[src/rtl/fwrisc_loader_pkg.sv]
`default_nettype none
//============================================================================
// Module  : fwrisc_loader_pkg
// Purpose : Shared types and helpers for the UART program loader: the
//           loader state encoding, the bytes-per-word helper and the default
//           terminator word used in marker framing.
// Ports   : none (package)
// Revision: 1.0 - initial release
//============================================================================
package fwrisc_loader_pkg;

  typedef enum logic [2:0] {
    ST_LEN   = 3'd0,
    ST_DATA  = 3'd1,
    ST_CSUM  = 3'd2,
    ST_DONE  = 3'd3,
    ST_ERROR = 3'd4
  } loader_state_e;

  localparam logic [31:0] c_default_end_marker = 32'hFFFF_FFFF;

  function automatic int bytes_per_word(input int data_width);
    return data_width / 8;
  endfunction

endpackage
`default_nettype wire

[src/rtl/fwrisc_loader_packer.sv]
`default_nettype none
//============================================================================
// Module  : fwrisc_loader_packer
// Purpose : Assembles a byte stream into DATA_WIDTH words. The completed
//           word is presented combinationally together with the final byte
//           so the caller can register it on the same edge.
// Ports   : clock, rst_n     - clock, asynchronous active-low reset
//           clr_i            - synchronous clear of the byte counter
//           byte_i/valid_i   - incoming byte and its strobe
//           word_o/valid_o   - assembled word, valid with the final byte
// Revision: 1.0 - initial release
//============================================================================
module fwrisc_loader_packer
  import fwrisc_loader_pkg::*;
#(
  parameter int DATA_WIDTH = 32,
  parameter bit BIG_ENDIAN = 1'b1
) (
  input  logic                  clock,
  input  logic                  rst_n,
  input  logic                  clr_i,
  input  logic [7:0]            byte_i,
  input  logic                  byte_valid_i,
  output logic [DATA_WIDTH-1:0] word_o,
  output logic                  word_valid_o
);

  localparam int c_nb = bytes_per_word(DATA_WIDTH);
  localparam int c_cw = (c_nb > 1) ? $clog2(c_nb) : 1;

  logic [c_cw-1:0] r_cnt;
  logic            w_last;

  assign w_last       = (r_cnt == c_cw'(c_nb - 1));
  assign word_valid_o = byte_valid_i & w_last;

  always_ff @(posedge clock or negedge rst_n) begin
    if (!rst_n) begin
      r_cnt <= '0;
    end else if (clr_i) begin
      r_cnt <= '0;
    end else if (byte_valid_i) begin
      r_cnt <= w_last ? '0 : r_cnt + 1'b1;
    end
  end

  generate
    if (c_nb == 1) begin : g_single
      assign word_o = byte_i;
    end else begin : g_multi
      // Only the first NB-1 bytes need storage; the last one is taken
      // straight from the input when the word completes.
      logic [DATA_WIDTH-9:0] r_hold;

      if (BIG_ENDIAN) begin : g_big
        logic [DATA_WIDTH-1:0] w_shift;
        assign w_shift = {r_hold, byte_i};
        assign word_o  = w_shift;

        always_ff @(posedge clock or negedge rst_n) begin
          if (!rst_n) begin
            r_hold <= '0;
          end else if (clr_i) begin
            r_hold <= '0;
          end else if (byte_valid_i) begin
            r_hold <= w_shift[DATA_WIDTH-9:0];
          end
        end
      end else begin : g_little
        assign word_o = {byte_i, r_hold};

        always_ff @(posedge clock or negedge rst_n) begin
          if (!rst_n) begin
            r_hold <= '0;
          end else if (clr_i) begin
            r_hold <= '0;
          end else if (byte_valid_i) begin
            for (int i = 0; i < c_nb - 1; i++) begin
              if (r_cnt == c_cw'(i)) r_hold[i*8 +: 8] <= byte_i;
            end
          end
        end
      end
    end
  endgenerate

endmodule
`default_nettype wire

[src/rtl/fwrisc_uart_loader.sv]
`default_nettype none
//============================================================================
// Module  : fwrisc_uart_loader
// Purpose : Loads a program image received over a UART byte stream into the
//           instruction TCM. Supports marker framing (ends on a terminator
//           word) and header framing (length word, data, checksum word).
//           done_o gates core instruction fetch.
// Ports   : clock, rst_n        - clock, asynchronous active-low reset
//           byte_i, byte_valid_i - received byte and strobe
//           start_i              - re-arm request (DONE/ERROR only)
//           wr_en_o/addr/data    - ITCM write port
//           loading_o, done_o    - load status
//           overflow_o           - image larger than DEPTH
//           cksum_err_o          - header-mode checksum mismatch
//           word_count_o         - words written in the current load
// Revision: 1.0 - initial release
//============================================================================
module fwrisc_uart_loader
  import fwrisc_loader_pkg::*;
#(
  parameter int          DATA_WIDTH = 32,
  parameter int          DEPTH      = 4096,
  parameter int          ADDR_WIDTH = $clog2(DEPTH),
  parameter bit          BIG_ENDIAN = 1'b1,
  parameter bit          USE_HEADER = 1'b1,
  parameter logic [31:0] END_MARKER = c_default_end_marker
) (
  input  logic                  clock,
  input  logic                  rst_n,
  input  logic [7:0]            byte_i,
  input  logic                  byte_valid_i,
  input  logic                  start_i,
  output logic                  wr_en_o,
  output logic [ADDR_WIDTH-1:0] wr_addr_o,
  output logic [DATA_WIDTH-1:0] wr_data_o,
  output logic                  loading_o,
  output logic                  done_o,
  output logic                  overflow_o,
  output logic                  cksum_err_o,
  output logic [ADDR_WIDTH:0]   word_count_o
);

  // Length comparison is done in a width wide enough for both the received
  // word and DEPTH, so neither side is truncated.
  localparam int                    c_cw     = (DATA_WIDTH > ADDR_WIDTH + 1) ? DATA_WIDTH : ADDR_WIDTH + 1;
  localparam int                    c_cntw   = ADDR_WIDTH + 1;
  localparam logic [DATA_WIDTH-1:0] c_marker = DATA_WIDTH'(END_MARKER);
  localparam logic [c_cw-1:0]       c_depth  = c_cw'(DEPTH);
  localparam logic [c_cntw-1:0]     c_depthc = c_cntw'(DEPTH);
  localparam loader_state_e         c_init   = USE_HEADER ? ST_LEN : ST_DATA;

  loader_state_e         r_state, w_state_nxt;
  logic [DATA_WIDTH-1:0] r_sum, w_sum_nxt;
  logic [c_cntw-1:0]     r_count, w_count_nxt;
  logic [c_cntw-1:0]     r_len, w_len_nxt;
  logic                  r_wr_en, w_wr_en_nxt;
  logic [ADDR_WIDTH-1:0] r_wr_addr, w_wr_addr_nxt;
  logic [DATA_WIDTH-1:0] r_wr_data, w_wr_data_nxt;
  logic                  r_overflow, w_overflow_nxt;
  logic                  r_cksum_err, w_cksum_err_nxt;
  logic                  r_loading, r_done;
  logic                  w_clr;
  logic                  w_active;
  logic [DATA_WIDTH-1:0] w_word;
  logic                  w_word_valid;
  logic [c_cw-1:0]       w_word_ext;

  // Bytes arriving in DONE/ERROR never reach the packer, which also makes a
  // simultaneous start/byte pair drop the byte.
  assign w_active   = (r_state != ST_DONE) && (r_state != ST_ERROR);
  assign w_word_ext = c_cw'(w_word);

  fwrisc_loader_packer #(
    .DATA_WIDTH (DATA_WIDTH),
    .BIG_ENDIAN (BIG_ENDIAN)
  ) u_packer (
    .clock        (clock),
    .rst_n        (rst_n),
    .clr_i        (w_clr),
    .byte_i       (byte_i),
    .byte_valid_i (byte_valid_i & w_active),
    .word_o       (w_word),
    .word_valid_o (w_word_valid)
  );

  always_ff @(posedge clock or negedge rst_n) begin
    if (!rst_n) r_state <= c_init;
    else        r_state <= w_state_nxt;
  end

  always_comb begin
    w_state_nxt     = r_state;
    w_sum_nxt       = r_sum;
    w_count_nxt     = r_count;
    w_len_nxt       = r_len;
    w_wr_en_nxt     = 1'b0;
    w_wr_addr_nxt   = r_wr_addr;
    w_wr_data_nxt   = r_wr_data;
    w_overflow_nxt  = r_overflow;
    w_cksum_err_nxt = r_cksum_err;
    w_clr           = 1'b0;

    case (r_state)
      ST_LEN: begin
        if (w_word_valid) begin
          if (w_word_ext > c_depth) begin
            w_state_nxt    = ST_ERROR;
            w_overflow_nxt = 1'b1;
          end else if (w_word == '0) begin
            w_state_nxt = ST_CSUM;
          end else begin
            w_len_nxt   = c_cntw'(w_word_ext);
            w_state_nxt = ST_DATA;
          end
        end
      end
      ST_DATA: begin
        if (w_word_valid) begin
          if (!USE_HEADER && (w_word == c_marker)) begin
            w_state_nxt = ST_DONE;
          end else if (!USE_HEADER && (r_count == c_depthc)) begin
            // Image is full and another non-marker word arrived.
            w_state_nxt    = ST_ERROR;
            w_overflow_nxt = 1'b1;
          end else begin
            w_wr_en_nxt   = 1'b1;
            w_wr_addr_nxt = r_count[ADDR_WIDTH-1:0];
            w_wr_data_nxt = w_word;
            w_count_nxt   = r_count + 1'b1;
            w_sum_nxt     = r_sum + w_word;
            if (USE_HEADER && (w_count_nxt == r_len)) w_state_nxt = ST_CSUM;
          end
        end
      end
      ST_CSUM: begin
        if (w_word_valid) begin
          if (w_word == r_sum) begin
            w_state_nxt = ST_DONE;
          end else begin
            w_state_nxt     = ST_ERROR;
            w_cksum_err_nxt = 1'b1;
          end
        end
      end
      ST_DONE, ST_ERROR: begin
        if (start_i) begin
          w_state_nxt     = c_init;
          w_sum_nxt       = '0;
          w_count_nxt     = '0;
          w_len_nxt       = '0;
          w_overflow_nxt  = 1'b0;
          w_cksum_err_nxt = 1'b0;
          w_clr           = 1'b1;
        end
      end
      default: w_state_nxt = c_init;
    endcase
  end

  always_ff @(posedge clock or negedge rst_n) begin
    if (!rst_n) begin
      r_sum       <= '0;
      r_count     <= '0;
      r_len       <= '0;
      r_wr_en     <= 1'b0;
      r_wr_addr   <= '0;
      r_wr_data   <= '0;
      r_overflow  <= 1'b0;
      r_cksum_err <= 1'b0;
      r_loading   <= 1'b1;
      r_done      <= 1'b0;
    end else begin
      r_sum       <= w_sum_nxt;
      r_count     <= w_count_nxt;
      r_len       <= w_len_nxt;
      r_wr_en     <= w_wr_en_nxt;
      r_wr_addr   <= w_wr_addr_nxt;
      r_wr_data   <= w_wr_data_nxt;
      r_overflow  <= w_overflow_nxt;
      r_cksum_err <= w_cksum_err_nxt;
      // Status follows the next state so it lands one cycle after the
      // deciding byte, aligned with the error flags.
      r_loading   <= (w_state_nxt != ST_DONE) && (w_state_nxt != ST_ERROR);
      r_done      <= (w_state_nxt == ST_DONE);
    end
  end

  assign wr_en_o      = r_wr_en;
  assign wr_addr_o    = r_wr_addr;
  assign wr_data_o    = r_wr_data;
  assign loading_o    = r_loading;
  assign done_o       = r_done;
  assign overflow_o   = r_overflow;
  assign cksum_err_o  = r_cksum_err;
  assign word_count_o = r_count;

endmodule
`default_nettype wire

[config.mk]
export PLATFORM = sky130hd
export DESIGN_NAME = fwrisc_uart_loader
export DESIGN_NICKNAME = d
export VERILOG_FILES = /design/src/rtl/fwrisc_loader_pkg.sv /design/src/rtl/fwrisc_loader_packer.sv /design/src/rtl/fwrisc_uart_loader.sv
export SDC_FILE = /design/constraint.sdc
export NUM_CORES = 1
export LEC_CHECK = 0
export ABC_AREA = 1
export CAP_MARGIN = 20
export CORE_UTILIZATION = 59
export DETAILED_ROUTE_END_ITERATION = 7
export PLACE_DENSITY = 0.81
export SYNTH_ARGS = -nofsm -noshare
export SYNTH_HDL_FRONTEND = slang
export SYNTH_HIERARCHICAL = 1
export SYNTH_SLANG_ARGS = --single-unit
[constraint.sdc]
create_clock -name clock -period 3.1 [get_ports clock]
set_input_delay 0.62 -clock clock [delete_from_list [all_inputs] [get_ports clock]]
set_output_delay 0.62 -clock clock [all_outputs]
set_load 0.005 [all_outputs]
==> metrics.txt, run 1 <==
Reg area 0.003405 mm2; Bufs on Longest Clock Path 2; vias in the first global route 7,472; Vias/cell 5.695; Gate Count Post-Synth 1,118; Synth cell types 43; Gate power share 43.0%; H-tree depth 4; largest family of logic cells by synthesized area simple AND/OR/NAND/NOR gates; WL final 22.65 mm; Final WS setup 0.5220 ns; Initial Utilization 61.26%; # hold bufs at CTS 0; most frequent cells in the layout nand2_1 (419), dfrtp_1 (135), inv_1 (88); critical path depth 14; FILL cells 1,108; CTS resizes 0; n_diodes 0; Worst path most repeated cell nand2_1; DRT Pass-1 Iters 5; min cycle time layout 2.578 ns; clock power share 22.3%; normalized max-slew margin 55.91%; hpwl dp 16.10 mm; area grow syn2layout 17.38%; sw frac 41.69%; syn nets 1,164; IO Count 74; final instance area 0.009635 mm2; CP Buf/Inv Count 2; worst hold-check path type in2async; post-synthesis cell area 0.008209 mm2; CP Max Fanout 5; largest net degree at the start of global routing 73; CP Capture Type register; standard-cell rows 42; Setup Fix Bufs, Post-CTS 0; Core Area 0.01340 mm2; YS warnings 6; FF+latch count, synth 136; worst hold slack 0.09524 ns; Req. time, crit path 3.41 ns; Clock Skew 0.01360 ns; commonest non-fill, non-tap cell in the layout nand2_1; post-synthesis average cell area 7.343 um2; Max Slew Vio Count 0; Fin. Hold Viols 0; Worst EP arrival 2.89 ns; critical path's slowest cell clkdlybuf4s50_1; DRC viols 0; die width 120.0 um; max cap viols 0; status finished, final reports clean; Core Util, Final 71.90%; Flop pwr share 34.7%; Clock Latency Late Sink 0.42 ns; sequential fraction of the synthesis area 41.47%; XOR/XNOR share of the synthesized area 0.5944%; drt wl/cell 16.49 um; Synth Area in Adders 5.274%; CTS tree built; post-layout net count 1,234; maximum vdd drop 0.0007604 V; Cell Int Power 5.331 mW; fraction of synthesized area in multiplexers 0%; initial antenna violation count 0; Post-Synth Simple-Gate Area 36.06%; compound-cell area share of the yosys netlist 8.993%; Total Power 9.142 mW; IO buf count 73; final global-route overflow total 0; RePlAce Congestion 0.9458; RSZ-0062 raised after global routing no; Routed Antenna Nets 0; initial DRC count 845; clk sinks 136; setup violators final 0; kind of start point of the critical path input port; multi-input gate area in the final layout 0.004193 mm2; Clock Pin Slew Worst Setup and Hold Paths 0.06 ns; worst stage delay on the critical path 0.51 ns; pre-CTS setup slack 0.1335 ns; cell area power density 948.8 mW/mm2; DR vias 7,825; Placement Cell Area 0.009052 mm2; first-pass GRT wire length 37.25 mm; fraction of layout cells with a size suffix above 1 8.431%; Die Y 120.0 um; placed insts 1,345; crit-path leading delay family simple AND/OR/NAND/NOR gates; Reg2Reg Depth 11; fmax 387.9 MHz; Num CTS Buffers 17; part of the cycle the worst path needs 83.16%; Final TNS setup 0 ns; Global Route Usage Sum 33.46%; Psw 3.812 mW; CTS root buffer clkbuf_16; Worst-Margin Slew 0.6603 ns; Leakage 4.886 nW; die area 0.01439 mm2; crit-path cells clkdlybuf4s50_1 > ha_1 > inv_1 > fa_1 > o21ai_1 > nand2_1 > nand2_1 > nand2_1 > nand2_1 > nand2_1 > nand2_1 > nand2_1 > nand3_1 > nand2_1; WS Path Type in2reg; non-filler cells, final 1,374
-- layout make-up --
class | count | share of cell area (%)
Multi-Input combinational cell | 846 | 43.51
Sequential cell | 136 | 35.33
Timing Repair Buffer | 89 | 8.973
Clock buffer | 20 | 4.740
Inverter | 98 | 3.844
Tap cell | 176 | 2.285
Clock inverter | 9 | 1.312
-- cells in the mapped netlist, drive strengths merged --
cell type / instances / area share, %
xnor3: 1 / 0.27
dfstp: 1 / 0.32
and2: 3 / 0.23
o22ai: 9 / 0.69
o31ai: 1 / 0.091
buf: 30 / 2.7
xor2: 2 / 0.21
inv: 98 / 4.5
a31o: 1 / 0.11
o21a: 4 / 0.37
xnor2: 1 / 0.11
ha: 33 / 5.0
nor3: 9 / 0.55
nand4: 15 / 1.1
o21ai: 66 / 4.1
a22o: 1 / 0.11
fa: 1 / 0.24
a21o: 1 / 0.091
dfrtp: 135 / 41
a32o: 3 / 0.37
or2: 3 / 0.23
a21boi: 1 / 0.091
clkbuf: 8 / 0.37
nand3: 108 / 7.9
nand3b: 12 / 1.1
o21bai: 1 / 0.091
a21oi: 48 / 2.9
nor2: 99 / 5.4
nand2: 423 / 20
-- metal layers --
layer  vias up  wire length, um  track usage, %  part of all wire (%)
li1       3759                -               -                     -
met1      3708            10330           48.00                    46
met2       313            10040           49.89                    44
met3        45             1822           7.367                   8.0
met4         0              461           11.33                   2.0
met5         -                0               0                     0
-- sequential cells by signal, summed over array words and instances, names as in the netlist --
register and flops:
cksum_err_o 1, done_o 1, loading_o 1, overflow_o 1
r_len 13, r_state 3, r_sum 32, u_packer/g_multi.r_hold 24
u_packer/r_cnt 2, word_count_o 13, wr_addr_o 12, wr_data_o 32
wr_en_o 1
-- final timing paths --
path / end / slack [ns] / startpoint
worst max-delay path: r_sum[30]$_DFFE_PN0P_ / 0.52 / byte_i[0]
worst min-delay path: wr_data_o[17]$_DFFE_PN0P_ / 0.1 / rst_n
worst max register to register: wr_addr_o[5]$_DFFE_PN0P_ / 0.65 / r_state[1]$_DFF_PN0_
worst min register to register: wr_data_o[20]$_DFFE_PN0P_ / 0.47 / wr_data_o[20]$_DFFE_PN0P_
max in group asynchronous: u_packer/g_multi.r_hold[22]$_DFFE_PN0P_ / 2.28 / rst_n
min in group clock: wr_data_o[20]$_DFFE_PN0P_ / 0.47 / wr_data_o[20]$_DFFE_PN0P_
-- power by group through the flow --
stage          logic, mW  registers (mW)  clock network (mW)
2_1_floorplan       2.60            2.93                   0
3_3_place_gp        3.75            3.15                   0
3_5_place_dp        3.84            3.16                   0
4_1_cts             3.89            3.15                2.05
5_1_grt             4.39            3.23                2.13
6_report            3.93            3.18                2.04
-- cell families (layout without fill, tap and decap cells) --
logic type,Yosys count,after routing
fa+ha+maj,34,34
simple gates,672,672
buf+inv,136,216
flops,136,136
xor+xnor,4,4
compound gates,136,136
Note: power is estimated with default switching activity, not from simulation.
==> run 2, diff against run 1 <==
- clock period: 3.1 -> 2.4 ns (I/O delays scaled with it)
==> metrics.txt, run 2 (synthesized netlist as in run 1, its figures left out) <==
part of the cycle the worst path needs 93.99%; multi-input gate area in the final layout 0.004202 mm2; status finished, final reports clean; standard-cell rows 42; CP Launch Point byte_i[0]; Clock Latency Late Sink 0.43 ns; Clock Pin Slew Worst Setup and Hold Paths 0.06 ns; Num CTS Buffers 17; IO buf count 73; Cell Int Power 7.184 mW; kind of start point of the critical path input port; clock power share 22.5%; most frequent cells in the layout nand2_1 (418), dfrtp_1 (135), inv_1 (88); Die Y 120.0 um; Core Area 0.01340 mm2; Routed Antenna Nets 0; DR vias 7,998; Req. time, crit path 2.72 ns; CTS root buffer clkbuf_16; Vias/cell 5.688; DRT Pass-1 Iters 6; fmax 443.3 MHz; first-pass GRT wire length 38.10 mm; Gate power share 45.1%; Global Route Usage Sum 34.30%; hpwl dp 16.40 mm; Placement Cell Area 0.009300 mm2; die width 120.0 um; Worst EP arrival 2.57 ns; initial antenna violation count 0; IO Count 74; Fin. Hold Viols 0; drt wl/cell 16.41 um; H-tree depth 4; final global-route overflow total 0; Clock Skew 0.009991 ns; maximum vdd drop 0.0009066 V; cell area power density 1232 mW/mm2; CTS tree built; normalized max-slew margin 68.15%; RePlAce Congestion 0.9537; fraction of layout cells with a size suffix above 1 11.06%; sw frac 41.36%; Flop pwr share 32.4%; CP Capture Type register; worst hold-check path type reg2reg; CP Max Fanout 5; setup violators final 0; reg-to-reg startpoint r_state[0]$_DFF_PN0_; Leakage 5.049 nW; FILL cells 1,078; initial DRC count 815; WL final 23.07 mm; final instance area 0.009941 mm2; WS Path Type in2reg; Setup Fix Bufs, Post-CTS 0; area grow syn2layout 21.09%; DRC viols 0; Initial Utilization 61.26%; post-layout net count 1,263; min cycle time layout 2.256 ns; Worst-Margin Slew 0.4778 ns; die area 0.01439 mm2; Max Slew Vio Count 0; worst min-delay path startpoint wr_data_o[23]$_DFFE_PN0P_; clk sinks 136; n_diodes 0; vias in the first global route 7,661; Psw 5.066 mW; Core Util, Final 74.18%; Bufs on Longest Clock Path 2; Reg area 0.003405 mm2; max cap viols 0; commonest non-fill, non-tap cell in the layout nand2_1; largest net degree at the start of global routing 49
==> run 2: cell types whose count changed in the layout (fill, tap and decap cells not counted), sizes merged <==
cell and change:
clkinvlp +3, buf +28, inv +3, clkinv -2, clkbuf -1, dlygate4sd3 +1
==> run 2: worst max-delay path: stages <==
cell	delay, ns
clkdlybuf4s50_1	0.47
ha_1	0.17
inv_1	0.05
fa_1	0.40
o21ai_2	0.19
nand2_1	0.07
nand2_1	0.17
nand2_1	0.10
nand2_1	0.14
nand2_1	0.09
nand2_1	0.06
nand2_1	0.05
nand3_1	0.07
nand2_1	0.05
==> run 2: layout make-up <==
| cell class | instances | area share, % |
|---|---|---|
| clock inverter | 13 | 1.699 |
| inverter | 98 | 3.726 |
| multi-input combinational | 846 | 42.27 |
| sequential | 136 | 34.25 |
| timing repair buffer | 118 | 11.29 |
| tap | 176 | 2.215 |
| clock buffer | 19 | 4.556 |
==> run 2: through the flow <==
step | cells | hold slack (ns) | power (mW) | worst slack (ns) | TNS [ns]
floorplan | 1118 | 0.1844 | 7.146 | 0.2286 | 0
global placement | 1373 | 0.4218 | 9.222 | -0.2668 | -2.549
detailed placement | 1373 | 0.4214 | 9.350 | -0.3096 | -3.541
CTS | 1406 | 0.4728 | 12.19 | 0.05654 | 0
global route | 1406 | 0.4958 | 13.08 | -0.004461 | -0.007169
finish | 1406 | 0.4718 | 12.25 | 0.1442 | 0
==> run 2: what timing repair did <==
action	CTS	global route
endpoints found under the hold margin	37	0
hold buffers	1	0
gates resized for setup	0	3
setup endpoints to repair	0	8
==> run 2: power by group through the flow <==
stage	Clock (mW)	Combinational, mW	Sequential [mW]
after floorplan	0	3.36	3.79
after global placement	0	5.27	3.95
after detailed placement	0	5.38	3.97
after CTS	2.77	5.48	3.94
after global routing	2.87	6.15	4.06
final	2.75	5.53	3.97
==> run 2: final timing paths <==
path / endpoint / depth (start not counted) / slack [ns]
min: wr_data_o[23]$_DFFE_PN0P_ / 2 / 0.47
max reg2reg: wr_addr_o[7]$_DFFE_PN0P_ / 13 / 0.18
max: r_sum[28]$_DFFE_PN0P_ / 14 / 0.14
min reg2reg: wr_data_o[23]$_DFFE_PN0P_ / 2 / 0.47
max in group asynchronous: loading_o$_DFF_PN1_ / 3 / 1.12
min in group asynchronous: r_sum[20]$_DFFE_PN0P_ / 2 / 0.53
==> run 2: layer usage <==
metal | GRT usage [%] | wire (um) | vias to the layer above | share of wire (%)
li1 | - | - | 3821 | -
met1 | 46.65 | 9809 | 3718 | 43
met2 | 52.73 | 10360 | 390 | 45
met3 | 7.652 | 2062 | 69 | 8.9
met4 | 14.61 | 830 | 0 | 3.6
met5 | 0 | 0 | - | 0
==> edit, RTL diff (settings of run 2) <==
`r_sum`, `r_wr_addr` and `r_wr_data` no longer have a reset.
--- a/src/rtl/fwrisc_uart_loader.sv
+++ b/src/rtl/fwrisc_uart_loader.sv
@@ -159,23 +159,17 @@
 
   always_ff @(posedge clock or negedge rst_n) begin
     if (!rst_n) begin
-      r_sum       <= '0;
       r_count     <= '0;
       r_len       <= '0;
       r_wr_en     <= 1'b0;
-      r_wr_addr   <= '0;
-      r_wr_data   <= '0;
       r_overflow  <= 1'b0;
       r_cksum_err <= 1'b0;
       r_loading   <= 1'b1;
       r_done      <= 1'b0;
     end else begin
-      r_sum       <= w_sum_nxt;
       r_count     <= w_count_nxt;
       r_len       <= w_len_nxt;
       r_wr_en     <= w_wr_en_nxt;
-      r_wr_addr   <= w_wr_addr_nxt;
-      r_wr_data   <= w_wr_data_nxt;
       r_overflow  <= w_overflow_nxt;
       r_cksum_err <= w_cksum_err_nxt;
       // Status follows the next state so it lands one cycle after the
@@ -183,6 +177,12 @@
       r_loading   <= (w_state_nxt != ST_DONE) && (w_state_nxt != ST_ERROR);
       r_done      <= (w_state_nxt == ST_DONE);
     end
+  end
+
+  always_ff @(posedge clock) begin
+    r_sum     <= w_sum_nxt;
+    r_wr_addr <= w_wr_addr_nxt;
+    r_wr_data <= w_wr_data_nxt;
   end
 
   assign wr_en_o      = r_wr_en;
Formal check against the unedited RTL: differs if rst_n is asserted again (counterexample within 10 cycles, from zero or initial values and one cycle with rst_n low); with rst_n held inactive, the same outputs for 10 cycles.
==> edit against run 2 <==
- wire length fell by 6.4%
- highest routed layer unchanged
- synthesized area down 2.9%
- design area down 0.81%
- sequential cell count is the same
- total power down 1.0%
- setup slack lost 0.031 ns
- core utilization up 0.58 points
- first-iteration DRC count rose by 0.74%
- largest power group unchanged
- critical path type unchanged
- critical endpoint is now r_sum[28]
==> edit: results (changes against run 2) <==
----------------------------------------------------
[Finish]
  Diodes inserted ... 0 (unchanged)
  Number of nets in the finished design ... 1119 (-11%)
  Proportion of layout cells with a drive suffix above 1 ... 16.3% (+5.2 points)
  Filler Cell Count ... 955 (-11%)

[Pwr]
  Leakage power summed over all cells ... 4.39 nW (-13%)
  Largest voltage drop on the vdd net ... 0.581 mV (-36%)

[Synthesis]
  Number of nets in the synthesized netlist ... 991 (-15%)
  Sequential area share after synthesis ... 47.5% (+6.0 points)
  Synthesized netlist cell count ... 945 (-15%)
  Most frequent cells after synthesis ... 249 x nand2_1, 127 x nor2_1, 96 x inv_1
  Most used flip-flop cell after synthesis ... edfxtp_1
  Netlist cell types ... 48 (+12%)
  Largest cells by area after synthesis ... edfxtp_1 29%, dfrtp_1 19%, nand2_1 12%
  Fraction of synthesis flops using an asynchronous set or reset pin ... 44.1% (-56 points)
  EDFF count, synth ... 76 (+76)

[Global route]
  Maximum number of pins on one net before global-route repair ... 61 (+24%)
  Number of antenna violations at the first check in global routing ... 0 (unchanged)
  Number of global-route vias before repair ... 6825 (-11%)
  Wire length of the first global-routing pass ... 34.3 mm (-9.9%)
  Global-route usage over all layers ... 32.3% (-2.0 points)

[Min path]
  Hold WC Path Type ... in -> async

[STA]
  Worst hold slack ... 0.0298 ns (-0.442 ns)
  Skew final ... 0.00916 ns (-0.000831 ns)
  Worst slew margin relative to its limit ... 69.7% (+1.5 points)

[Place]
  Routability Congestion ... 0.937 (-1.8%)
  Instance area at placement ... 0.00924 mm² (-0.63%)
  # port buffers ... 73 (unchanged)
  Detailed-placement wirelength estimate ... 15.5 mm (-5.2%)

[Worst setup path]
  Register-to-register setup slack ... 0.20 ns (+0.02 ns)
  CP Max Fanout ... 4 (-1)
  Data arrival time at the worst-slack endpoint ... 2.47 ns (-0.10 ns)
  Endpoint of the most critical register-to-register path ... r_sum[31]
  Number of cells traversed by the worst register-to-register path ... 8 (-5)
  Largest stage delay on the critical path ... 0.52 ns (+0.05 ns)
  Largest delay contributor family on the critical path ... buffers and inverters
  Source of the worst register-to-register timing path ... r_sum[24]

[Route]
  Total wire length ... 21.6 mm (-6.4%)
  Number of DRC markers after the initial detailed-route iteration ... 821 (+0.74%)
  Detailed-route vias per instance ... 5.75 (+1.2%)
  Detailed Routing Iterations Pass 1 ... 5 (-1)

[Clock network]
  CTS Root Cell ... clkbuf_16
  Skew-Pair Late Insertion Delay ... approximately 0.44 ns
  CTS Buf Count ... 17 (unchanged)
  Clock transition at path regs ... roughly 0.070 ns

[Outcome]
  Outcome ... complete, no violations

----------------------------------------------------
==> edit: cell types whose count changed after synthesis, moves of 7 or more <==
cell,delta
o21ai_0,-23
edfxtp_1,+76
nand2_1,-170
inv_1,+8
o21ai_2,+13
a21oi_1,+9
nor2_1,+42
dfrtp_1,-76
nand3_2,+8
nand3_1,-30
buf_2,-7
nand3b_1,-11
==> edit: metrics by stage <==
| stage | util, % | worst slack (ns) | std cells |
|---|---|---|---|
| detailed placement | 70.1 | -0.429 | 1230 |
| finish | 74.8 | 0.113 | 1262 |
| global route | 74.8 | 0.00381 | 1262 |
| global placement | 70.1 | -0.354 | 1230 |
| CTS | 74.5 | 0.0114 | 1262 |
| floorplan | - | 0.0130 | 945 |
==> edit: worst max-delay path by stage <==
stage                     slack, ns                  startpoint  cells after the start      endpoint
after floorplan                0.01                  r_state[0]                     12  wr_addr_o[0]
after global placement        -0.35                   byte_i[0]                     10     r_sum[30]
final                          0.11                   byte_i[0]                     12     r_sum[28]
after detailed placement      -0.43                   byte_i[0]                     10     r_sum[30]
after CTS                      0.01                   byte_i[0]                     10     r_sum[30]
after global routing          0.004  u_packer/g_multi.r_hold[3]                     12     r_sum[19]
==> edit: layout make-up <==
| class | count | area [µm²] | area share [%] |
|---|---|---|---|
| clock buffers | 17 | 425 | 4.31 |
| clock inverters | 15 | 158 | 1.60 |
| inverters | 101 | 385 | 3.91 |
| multi-input cells | 683 | 3640 | 37.0 |
| flip-flops and latches | 136 | 3790 | 38.4 |
| well taps | 176 | 220 | 2.23 |
| repair buffers | 134 | 1240 | 12.6 |
==> edit: power by group <==
| part | switching [mW] | leakage [nW] | internal (mW) |
|---|---|---|---|
| registers | 0.527 | 1.45 | 3.35 |
| clock network | 1.13 | 0.282 | 1.47 |
| logic | 3.40 | 2.65 | 2.24 |
| total | 5.06 | 4.39 | 7.06 |
==> edit: timing repair <==
item | 4_1_cts | 5_1_grt
resized for setup | 0 | 11
setup endpoints to repair | 0 | 9
setup buffers | 0 | 0
==> edit: per-layer routing <==
| layer | vias up | global-route usage (%) | wire, µm |
|---|---|---|---|
| met5 | - | 0 | 0 |
| met4 | 0 | 13.9 | 639 |
| met3 | 55 | 6.23 | 1880 |
| met2 | 378 | 50.8 | 10200 |
| met1 | 3417 | 43.6 | 8910 |
| li1 | 3412 | - | - |
==> edit: kinds of logic after synthesis <==
| family | share of synthesized area, % |
|---|---|
| buffers and inverters | 7.40 |
| and+or+nand+nor | 28.8 |
| xor gates and xnor gates | 0.220 |
| DFF | 47.5 |
| adders and majority gates | 5.43 |
| AOI/OAI and AO/OA | 10.6 |
